**config.mk**
```make
export PLATFORM = sky130hd
export DESIGN_NAME = serial_subtractor
export DESIGN_NICKNAME = d
export VERILOG_FILES = /design/src/rtl/serial_sub_pkg.sv /design/src/rtl/full_subtractor.sv /design/src/rtl/serial_subtractor.sv
export SDC_FILE = /design/constraint.sdc
export NUM_CORES = 1
export LEC_CHECK = 0
export ABC_CLOCK_PERIOD_IN_PS = 2000
export BUFFER_PORTS_ARGS = -buffer_cell sky130_fd_sc_hd__buf_2
export CAP_MARGIN = 20
export CORE_MARGIN = 4
export CORE_UTILIZATION = 42
export CTS_BUF_LIST = sky130_fd_sc_hd__clkbuf_4
export CTS_CLUSTER_SIZE = 20
export DETAILED_ROUTE_END_ITERATION = 16
export PLACE_DENSITY_LB_ADDON = 0.05
export SETUP_SLACK_MARGIN = 0.15
export SYNTH_ARGS = -nofsm -noshare
export SYNTH_HDL_FRONTEND = slang
export SYNTH_SLANG_ARGS = --single-unit
```
**constraint.sdc**
```tcl
create_clock -name CLK -period 2 [get_ports CLK]
set_clock_uncertainty 0.2 [all_clocks]
set_input_delay 0.3 -clock CLK [delete_from_list [all_inputs] [get_ports CLK]]
set_output_delay 0.3 -clock CLK [all_outputs]
set_load 0.005 [all_outputs]
```
**src/rtl/serial_sub_pkg.sv**
```systemverilog
// ---------------------------------------------------------------------------
// serial_sub_pkg
//   Shared types and sizing helpers for the bit-serial subtractor.
//   - state_t : controller states (IDLE, RUN, FIN)
//   - cnt_w() : bit-counter width for a given operand width, $clog2(width)
//   - SUB_CNT_W_DEFAULT : counter width for the default 4-bit operand width
// ---------------------------------------------------------------------------
package serial_sub_pkg;

  typedef enum logic [1:0] {
    IDLE = 2'd0,
    RUN  = 2'd1,
    FIN  = 2'd2
  } state_t;

  localparam int SUB_WIDTH_DEFAULT = 4;
  localparam int SUB_CNT_W_DEFAULT = $clog2(SUB_WIDTH_DEFAULT);

  // Counter width needed to count 0..width-1 (width >= 2, so never 0).
  function automatic int cnt_w(input int width);
    return $clog2(width);
  endfunction

endpackage

```
**src/rtl/full_subtractor.sv**
```systemverilog
// ---------------------------------------------------------------------------
// full_subtractor
//   One-bit combinational full subtractor: D = A - B - BI.
//   Ports:
//     A  in  1  minuend bit
//     B  in  1  subtrahend bit
//     BI in  1  borrow-in
//     D  out 1  difference bit
//     BO out 1  borrow-out
// ---------------------------------------------------------------------------
module full_subtractor (
  input  logic A,
  input  logic B,
  input  logic BI,
  output logic D,
  output logic BO
);

  assign D  = A ^ B ^ BI;
  // Borrow when A=0,B=1, or when A==B and a borrow ripples through.
  assign BO = (~A & B) | (~(A ^ B) & BI);

endmodule

```
**src/rtl/serial_subtractor.sv**
```systemverilog
// ---------------------------------------------------------------------------
// serial_subtractor
//   Bit-serial subtractor computing D = A - B - BI, one bit per clock, LSB
//   first, with a borrow flip-flop and a START/DONE handshake.
//   Optional feature macro: SERIAL_SUB_OV_EN adds the signed-overflow output.
//   Ports:
//     CLK   in  1      clock, rising edge
//     RST_N in  1      asynchronous active-low reset
//     START in  1      request, accepted on an edge where BUSY=0
//     A     in  WIDTH  minuend   (sampled on the accepting edge)
//     B     in  WIDTH  subtrahend (sampled on the accepting edge)
//     BI    in  1      borrow-in (sampled on the accepting edge)
//     BUSY  out 1      high while in RUN
//     DONE  out 1      one-cycle completion pulse
//     D     out WIDTH  registered difference, held until next completion
//     BO    out 1      registered borrow-out
//     OV    out 1      registered signed overflow (SERIAL_SUB_OV_EN only)
// ---------------------------------------------------------------------------
module serial_subtractor
  import serial_sub_pkg::*;
#(
  parameter int WIDTH = 4
) (
  input  logic             CLK,
  input  logic             RST_N,
  input  logic             START,
  input  logic [WIDTH-1:0] A,
  input  logic [WIDTH-1:0] B,
  input  logic             BI,
  output logic             BUSY,
  output logic             DONE,
  output logic [WIDTH-1:0] D,
  output logic             BO
`ifdef SERIAL_SUB_OV_EN
  ,
  output logic             OV
`endif
);

  localparam int CNT_W = cnt_w(WIDTH);
  localparam logic [CNT_W-1:0] CNT_LAST = CNT_W'(WIDTH - 1);

  state_t           state_reg;
  logic [WIDTH-1:0] a_sh_reg;
  logic [WIDTH-1:0] b_sh_reg;
  logic [WIDTH-2:0] r_sh_reg;   // already-computed result bits, LSB at bit 0 when full
  logic             br_reg;
  logic [CNT_W-1:0] cnt_reg;
  logic [WIDTH-1:0] d_reg;
  logic             bo_reg;

  logic             fs_d;
  logic             fs_bo;
  logic [WIDTH-1:0] r_cat;
  logic             accept;
  logic             last_bit;

  full_subtractor u_fs (
    .A  (a_sh_reg[0]),
    .B  (b_sh_reg[0]),
    .BI (br_reg),
    .D  (fs_d),
    .BO (fs_bo)
  );

  // New bit enters at the MSB; on the final bit r_cat is the complete result,
  // and its upper WIDTH-1 bits are the shifted register contents otherwise.
  assign r_cat    = {fs_d, r_sh_reg};
  assign accept   = START && (state_reg != RUN);
  assign last_bit = (cnt_reg == CNT_LAST);

`ifdef SERIAL_SUB_OV_EN
  logic a_msb_reg;
  logic b_msb_reg;
  logic ov_reg;

  always_ff @(posedge CLK or negedge RST_N) begin
    if (!RST_N) begin
      a_msb_reg <= 1'b0;
      b_msb_reg <= 1'b0;
      ov_reg    <= 1'b0;
    end else if (accept) begin
      a_msb_reg <= A[WIDTH-1];
      b_msb_reg <= B[WIDTH-1];
    end else if (state_reg == RUN && last_bit) begin
      // Overflow only when operand signs differ and the result sign
      // disagrees with the minuend; fs_d is the result MSB on this edge.
      ov_reg <= (a_msb_reg ^ b_msb_reg) & (a_msb_reg ^ fs_d);
    end
  end

  assign OV = ov_reg;
`endif

  always_ff @(posedge CLK or negedge RST_N) begin
    if (!RST_N) begin
      state_reg <= IDLE;
      a_sh_reg  <= '0;
      b_sh_reg  <= '0;
      r_sh_reg  <= '0;
      br_reg    <= 1'b0;
      cnt_reg   <= '0;
      d_reg     <= '0;
      bo_reg    <= 1'b0;
    end else begin
      case (state_reg)
        IDLE, FIN: begin
          if (accept) begin
            a_sh_reg  <= A;
            b_sh_reg  <= B;
            br_reg    <= BI;
            cnt_reg   <= '0;
            state_reg <= RUN;
          end else begin
            state_reg <= IDLE;
          end
        end
        RUN: begin
          a_sh_reg <= {1'b0, a_sh_reg[WIDTH-1:1]};
          b_sh_reg <= {1'b0, b_sh_reg[WIDTH-1:1]};
          r_sh_reg <= r_cat[WIDTH-1:1];
          br_reg   <= fs_bo;
          cnt_reg  <= cnt_reg + CNT_W'(1);
          if (last_bit) begin
            d_reg     <= r_cat;
            bo_reg    <= fs_bo;
            state_reg <= FIN;
          end
        end
        default: state_reg <= IDLE;
      endcase
    end
  end

  assign BUSY = (state_reg == RUN);
  assign DONE = (state_reg == FIN);
  assign D    = d_reg;
  assign BO   = bo_reg;

endmodule

```
# Yosys cells after proc, flatten, opt, wreduce, memory -nomap -nowiden
# Cells that the tools add are included.
# op_classes
bitwise_logic	7
mux	11
add_sub_neg	1
n_eq_ne	6
reduce_logical	6
# ops
cell	count
$pmux 4 s2	2
$mux 4	2
$pmux 2 s2	2
$eq 2x2->1 const B	2
$mux 2	2
$ne 2x1->1 const B	2
$reduce_and 2->1	2
$add 2x1->2 const B	1
$and 1x1->1	2
$eq 2x1->1 const B	1
$logic_not 2->1	1
$mux 1	2
$ne 2x2->1 const B	1
$not 1->1	2
$pmux 1 s2	1
$reduce_bool 2->1	1
$reduce_or 2->1	1
$xor 1x1->1	2
$logic_and 1x1->1	1
$or 1x1->1	1
# totals
elab_cells	39
input_bits	12
ff_bits	21

# Depth between registers and ports, before layout
# Gate-level depths: netlist of run 1.
# depth
depth_word	5
mapped_depth	5

# By module
# Synthesis of run 1 repeated with hierarchy kept, for this count alone.
# unflattened
hier_cells	89
area_unflattened_um2	1004.7
# by_module_without_submodules
module	area_per_inst_um2	instances	seq_area_each_um2	cells_each
serial_subtractor	973.4	1	525.5	85
full_subtractor	31.3	1	0.0	4

# Worst setup path after synthesis of run 1
# No wires, ideal clock.
# synth_path
path_kind	register to register
startpoint	register b_sh_reg[0]
endpoint	register br_reg
slack_ps	534
arrival_ps	1193
stages_incl_launch_ff	5
setup_ps	73
t_required_ps	1727
path_cell_list	dfrtp_1 -> inv_1 -> fa_1 -> mux2_4 -> a21oi_2
# synth_between
elab_chain_cells	5
word_cells_on_any_way	6
cone_classes	mux: 1; bitwise: 5
# synth_rtl
item	line_no	rtl
start: declaration	serial_subtractor.sv:45	logic [WIDTH-1:0] b_sh_reg;
start signal: assignment	serial_subtractor.sv:120	b_sh_reg <= {1'b0, b_sh_reg[WIDTH-1:1]};
$xor 1x1->1	full_subtractor.sv:21	assign BO = (~A & B) | (~(A ^ B) & BI);
$not 1->1	full_subtractor.sv:21	
$and 1x1->1	full_subtractor.sv:21	
$or 1x1->1 (*)	full_subtractor.sv:21	
$pmux 1 s2 (*)	serial_subtractor.sv:106	case (state_reg)
end signal: assignment	serial_subtractor.sv:122	br_reg <= fs_bo;
end: declaration	serial_subtractor.sv:47	logic br_reg;
# Mark *: on every way between the ends. The rest lies on a longest branch, timed or not.
# A chain may end at the register's enable or synchronous reset.

# Worst setup path in the final report of run 1
# layout_path
startpoint	register state_reg[1]
endpoint	output port DONE
# layout_between
elab_chain_cells	1
# layout_rtl
item	line_no	rtl
start: declaration	serial_subtractor.sv:43	state_t state_reg;
start signal: assignment	serial_subtractor.sv:97	state_reg <= IDLE;
start signal: assignment	serial_subtractor.sv:113	state_reg <= RUN;
start signal: assignment	serial_subtractor.sv:115	state_reg <= IDLE;
$eq 2x2->1	serial_subtractor.sv:136	assign DONE = (state_reg == FIN);
end: declaration	serial_subtractor.sv:31	output logic DONE,
# No other way between the ends.

==> out/qor.csv, run 1 <==
metric,value,unit
status,"complete, no violations",
start_kind,flop,
tns,0,ns
grt_pass1_wl,3.443,mm
placed_area,1144,um2
finalPower,1.810,mW
clkTransAtPathRegs,0.13,ns
pin_count,19,
worstHoldPathType,in -> reg,
detailedPlace.worstSlack,0.3941,ns
cts_setup_buffers,0,
yosys-top-cells-area,"dfrtp_1 50%, mux2_4 7.2%, mux2i_1 5.7%",
yosysUniqueCellTypes,26,
drt-met1-wl,920,um
required,1.50,ns
reg2reg_depth,4,
grt_setup_unrepaired,no,
clock_sinks,21,
syn_area,1049,um2
die_y,57.97,um
finish.utilization,51.53,%
yosys_register_bits,21,
maxSlewViolCount,0,
cp-end-kind,output pin,
dieArea,3360,um2
grt_usage,13.42,%
worst_r2r_endpoint,a_sh_reg[2],
regArea,528.0,um2
cts_tree,built,
dr.pass1.iters,4,
arrival,1.25,ns
num_vias,694,
diodes,0,
gp_congestion,0.6965,
routed_wl,1.962,mm
min_period,1.748,ns
setup_viol,0,
yosys_warnings,0,
grt_pass1_vias,720,
cts_buffer_depth,2,
place_inst,133,
drtIter0Drc,16,
rows,17,
multi_input_area,455.4,um2
seq_area_frac_synth,50.12,%
netlist_instances,89,
r2r_setup_slack,0.47,ns
slew_headroom,68.76,%
start_util,45.64,%
fp.dieW,57.97,um
powerDensity,1530,nW/um2
hpwlAfterDp,1.449,mm
cap_violations,0,
route.met3.wl,92,um
cts-htree-levels,1,
routed_via_density,5.029,
area_growth,12.89,%
nets,125,
worstPathMaxFanout,10,
finalInstanceArea,1184,um2
cts_buffers,3,
synth_nets,103,
top_layer_used,met4,
dr_wl_met2,919,um
synth_area_per_cell,11.78,um2
grt_max_degree,22,
core_area,2297,um2
insertion_delay,0.31,ns
drcViolationCount,0,
r2r-start,state_reg[0],
startpoint,state_reg[1],
min_period_over_period,87.41,%
yosys.area.top_type,dfrtp_1,
path_class,reg -> out,
finalWorstSetupSlack,0.2517,ns
worst_slew_pin_slew,0.4686,ns
hp-start,B[1],
grt_overflow_total,0,
power_leakage,0.5962,nW
synth_top_cell_area_share,50.12,%
ant_nets,0,
hold_violations,0,
wl_per_cell,14.22,um
max_freq,572.0,MHz
final_cell_count_no_fill,138,
antenna_found_initial,0,
hold_ws,0.05490,ns
root_buffer,clkbuf_4,
n_fill_cell,232,
drive_above_1_share,33.64,%
crit_path_end,DONE,
ir_drop,661.5,uV
io_buffers,18,
## cells by family (layout without fill, tap and decap cells)
kind of cell | Yosys count | in the layout | share of synthesized area, %
DFF | 21 | 21 | 50.12
buffers and inverters | 10 | 31 | 6.443
AOI/OAI and AO/OA | 21 | 21 | 12.77
muxes | 12 | 12 | 13.96
xor gates and xnor gates | 1 | 1 | 0.8355
adders and majority gates | 2 | 2 | 3.103
and+or+nand+nor | 22 | 22 | 12.77
## per-layer routing
| metal | vias up | track usage [%] |
|---|---|---|
| li1 | 352 | - |
| met1 | 322 | 18.08 |
| met2 | 16 | 21.29 |
| met3 | 4 | 2.004 |
| met4 | 0 | 5.960 |
| met5 | - | 0 |
## synth_stat cells
| cell type | n |
|---|---|
| inv_1 | 5 |
| nand2_1 | 10 |
| o21ai_1 | 3 |
| and2b_1 | 1 |
| o21ai_0 | 1 |
| or2b_1 | 1 |
| a21oi_1 | 6 |
| o22ai_1 | 2 |
| buf_6 | 4 |
| nand3b_4 | 1 |
| mux2_2 | 1 |
| inv_2 | 1 |
| nand2b_4 | 1 |
| nand3_1 | 2 |
| ha_1 | 1 |
| a21o_1 | 1 |
| a21oi_2 | 1 |
| a22o_1 | 2 |
| dfrtp_1 | 21 |
| nor2b_1 | 5 |
| mux2i_1 | 6 |
| a211oi_1 | 5 |
| mux2_4 | 5 |
| nor2_2 | 1 |
| fa_1 | 1 |
| xnor2_1 | 1 |
## worst min path at each step
stage | end | slack, ns | cells after the start
floorplan | BO | -0.20 | 0
global placement | br_reg | 0.09 | 1
detailed placement | br_reg | 0.09 | 1
CTS | b_sh_reg[3] | 0.05 | 3
global route | br_reg | 0.05 | 3
finish | b_sh_reg[1] | 0.05 | 3
## worst max-delay path, stage by stage (launching register included)
cell and delay, ns:
dfrtp_2 0.51, buf_4 0.19, nor2b_1 0.12, buf_2 0.13
## cell usage in the layout, fill, tap and decap left out
master,n
buf_2,18
dfrtp_2,2
a21o_1,1
buf_4,2
a211oi_1,5
mux2_4,5
o21ai_1,3
o22ai_1,2
mux2i_1,6
nand2_1,10
clkinv_2,1
clkbuf_4,3
nand3_1,2
mux2_2,1
a21oi_1,6
a21oi_2,1
nor2b_1,5
o21ai_0,1
ha_1,1
or2b_1,1
a22o_1,2
and2b_1,1
nand3b_4,1
inv_2,1
dfrtp_1,19
inv_1,5
dlygate4sd3_1,1
fa_1,1
nand2b_4,1
nor2_2,1
xnor2_1,1
## area by class of cell
class | instances | area share [%]
Sequential cell | 21 | 44.61
Multi-Input combinational cell | 58 | 38.48
Timing Repair Buffer | 21 | 9.725
Tap cell | 28 | 2.960
Clock buffer | 3 | 1.903
Inverter | 6 | 1.903
Clock inverter | 1 | 0.4228
## power by group
part / switching (mW) / leakage [nW] / internal [mW]
Combinational: 0.359 / 0.325 / 0.430
Sequential: 0.179 / 0.254 / 0.630
Clock: 0.137 / 0.0177 / 0.0746
## repair_timing
| action | 4_1_cts | 5_1_grt |
|---|---|---|
| gates cloned | 0 | 0 |
| resized for setup | 1 | 1 |
| endpoints found under the setup margin | 2 | 1 |
| pin swaps | 0 | 0 |
| hold buffers | 1 | 0 |
| hold endpoints to repair | 21 | 0 |
No activity file was read; power rests on OpenSTA's default activity.
==> run 2: changes to the inputs <==
Settings changed: CELL_PAD_IN_SITES_DETAIL_PLACEMENT set to 1, CELL_PAD_IN_SITES_GLOBAL_PLACEMENT set to 2, CORE_UTILIZATION 42 to 37.
==> run 2 against run 1 <==
First-iteration DRC count increased by 13%; critical path depth unchanged; largest cell class unchanged; clock-buffer cell count unchanged; combinational power about the same; flip-flop and latch count unchanged.
==> out/qor.csv, run 2 (synthesized netlist as in run 1, its figures left out) <==
metric,value,unit,change
cts_buffers,3,,unchanged
finish.utilization,43.43,%,-8.1 points
hp-start,B[1],,
worstPathMaxFanout,8,,-2
path_class,reg -> out,,
core_area,2734,um2,+19%
place_inst,136,,+2.3%
num_vias,702,,+1.2%
hold_violations,0,,unchanged
io_buffers,18,,unchanged
worst_r2r_endpoint,br_reg,,
grt_pass1_wl,3.249,mm,-5.6%
min_to,b_sh_reg[1],,
arrival,1.21,ns,-0.04 ns
routed_via_density,4.979,,-1.0%
root_buffer,clkbuf_4,,
status,"complete, no violations",,
cts_setup_buffers,0,,unchanged
tns,0,ns,unchanged
grt_overflow_total,0,,unchanged
rows,19,,+2
cts-htree-levels,1,,unchanged
maxSlewViolCount,0,,unchanged
ant_nets,0,,unchanged
drive_above_1_share,33.64,%,unchanged
start_util,38.35,%,-7.3 points
hpwlAfterDp,1.482,mm,+2.3%
final_common_cell,dfrtp_1,,
cts_buffer_depth,2,,unchanged
fp.dieW,61.24,um,+5.6%
cap_violations,0,,unchanged
n_fill_cell,314,,+35%
grt_usage,11.68,%,-1.7 points
area_growth,13.25,%,
clkTransAtPathRegs,0.12,ns,about the same
grt_max_degree,22,,unchanged
insertion_delay,0.30,ns,about the same
max_freq,583.9,MHz,+2.1%
final_cell_count_no_fill,141,,+2.2%
grt_pass1_vias,708,,-1.7%
min_period,1.713,ns,-0.03564 ns
worstHoldPathType,in -> reg,,
nets,125,,unchanged
wl_per_cell,14.09,um,-0.93%
routed_wl,1.986,mm,+1.2%
pin_count,19,,unchanged
required,1.50,ns,about the same
drcViolationCount,0,,unchanged
cts_tree,built,,
start_kind,flop,,
r2r-start,b_sh_reg[0],,
powerDensity,1515,nW/um2,-0.92%
drtIter0Drc,18,,+2
ir_drop,780.6,uV,+18%
min_period_over_period,85.63,%,-1.8 points
diodes,0,,unchanged
reg2reg_depth,4,,unchanged
startpoint,state_reg[1],,
cp-end-kind,output pin,,
power_leakage,0.5962,nW,unchanged
r2r_setup_slack,0.48,ns,about the same
worst_slew_pin_slew,0.4793,ns,+0.01074 ns
slew_headroom,68.04,%,-0.72 points
antenna_found_initial,0,,unchanged
setup_viol,0,,unchanged
die_y,61.24,um,+5.6%
hold_ws,0.06244,ns,+0.007537 ns
min_path_cells,3,,unchanged
dieArea,3750,um2,+12%
clock_sinks,21,,unchanged
gp_congestion,0.7098,,+1.9%
grt_setup_unrepaired,no,,
dr.pass1.iters,2,,-2
final_cell_mix,"19 x dfrtp_1, 18 x buf_2, 10 x nand2_1, 6 x mux2i_1, 6 x a21oi_1",,
==> run 2: cell counts in the layout (fill, tap and decap cells not counted) <==
No cell type changed its count.
==> run 2: cell type report <==
class,count,area (um2),area share (%)
Clock buffer,3,22.52,1.897
Multi-Input combinational cell,58,455.4,38.36
Tap cell,31,38.79,3.267
Timing Repair Buffer,21,115.1,9.694
Sequential cell,21,528.0,44.47
Clock inverter,1,5.005,0.4215
Inverter,6,22.52,1.897
==> run 2: per-stage QoR <==
step	setup slack, ns	instance area [um2]	total power [mW]
global route	0.1900	1187	1.972
finish	0.2874	1187	1.799
CTS	0.1699	1186	1.838
global placement	0.4319	1147	1.608
detailed placement	0.4275	1147	1.622
floorplan	0.5344	1049	1.422
==> run 2: worst max path at each step <==
stage | end | cells after the start
after floorplan | br_reg | 4
after global placement | a_sh_reg[2] | 4
after detailed placement | a_sh_reg[2] | 4
after CTS | BUSY | 3
after global routing | BUSY | 3
final | BUSY | 3
==> run 2: worst max-delay path: stages, from the launching register on <==
cell and delay [ns]:
dfrtp_2 0.50, nand2b_4 0.21, inv_2 0.10, buf_2 0.11
==> run 2: what timing repair did <==
action                                  4_1_cts  5_1_grt
hold buffers                                  1        0
resized for setup                             1        1
hold endpoints to repair                     21        0
endpoints found under the setup margin        1        1
==> run 2: report_power, final <==
group	leakage [nW]	internal, mW	switching, mW	total [mW]
logic	0.325	0.430	0.358	0.788
clock network	0.0177	0.0744	0.127	0.202
registers	0.254	0.630	0.180	0.810
==> run 2: routing by layer <==
layer	part of all wire (%)	global-route usage (%)	vias up
met4	0.50	4.644	0
met5	0	0	-
met3	4.5	2.096	2
met2	44	16.92	10
met1	51	17.12	341
li1	-	-	349
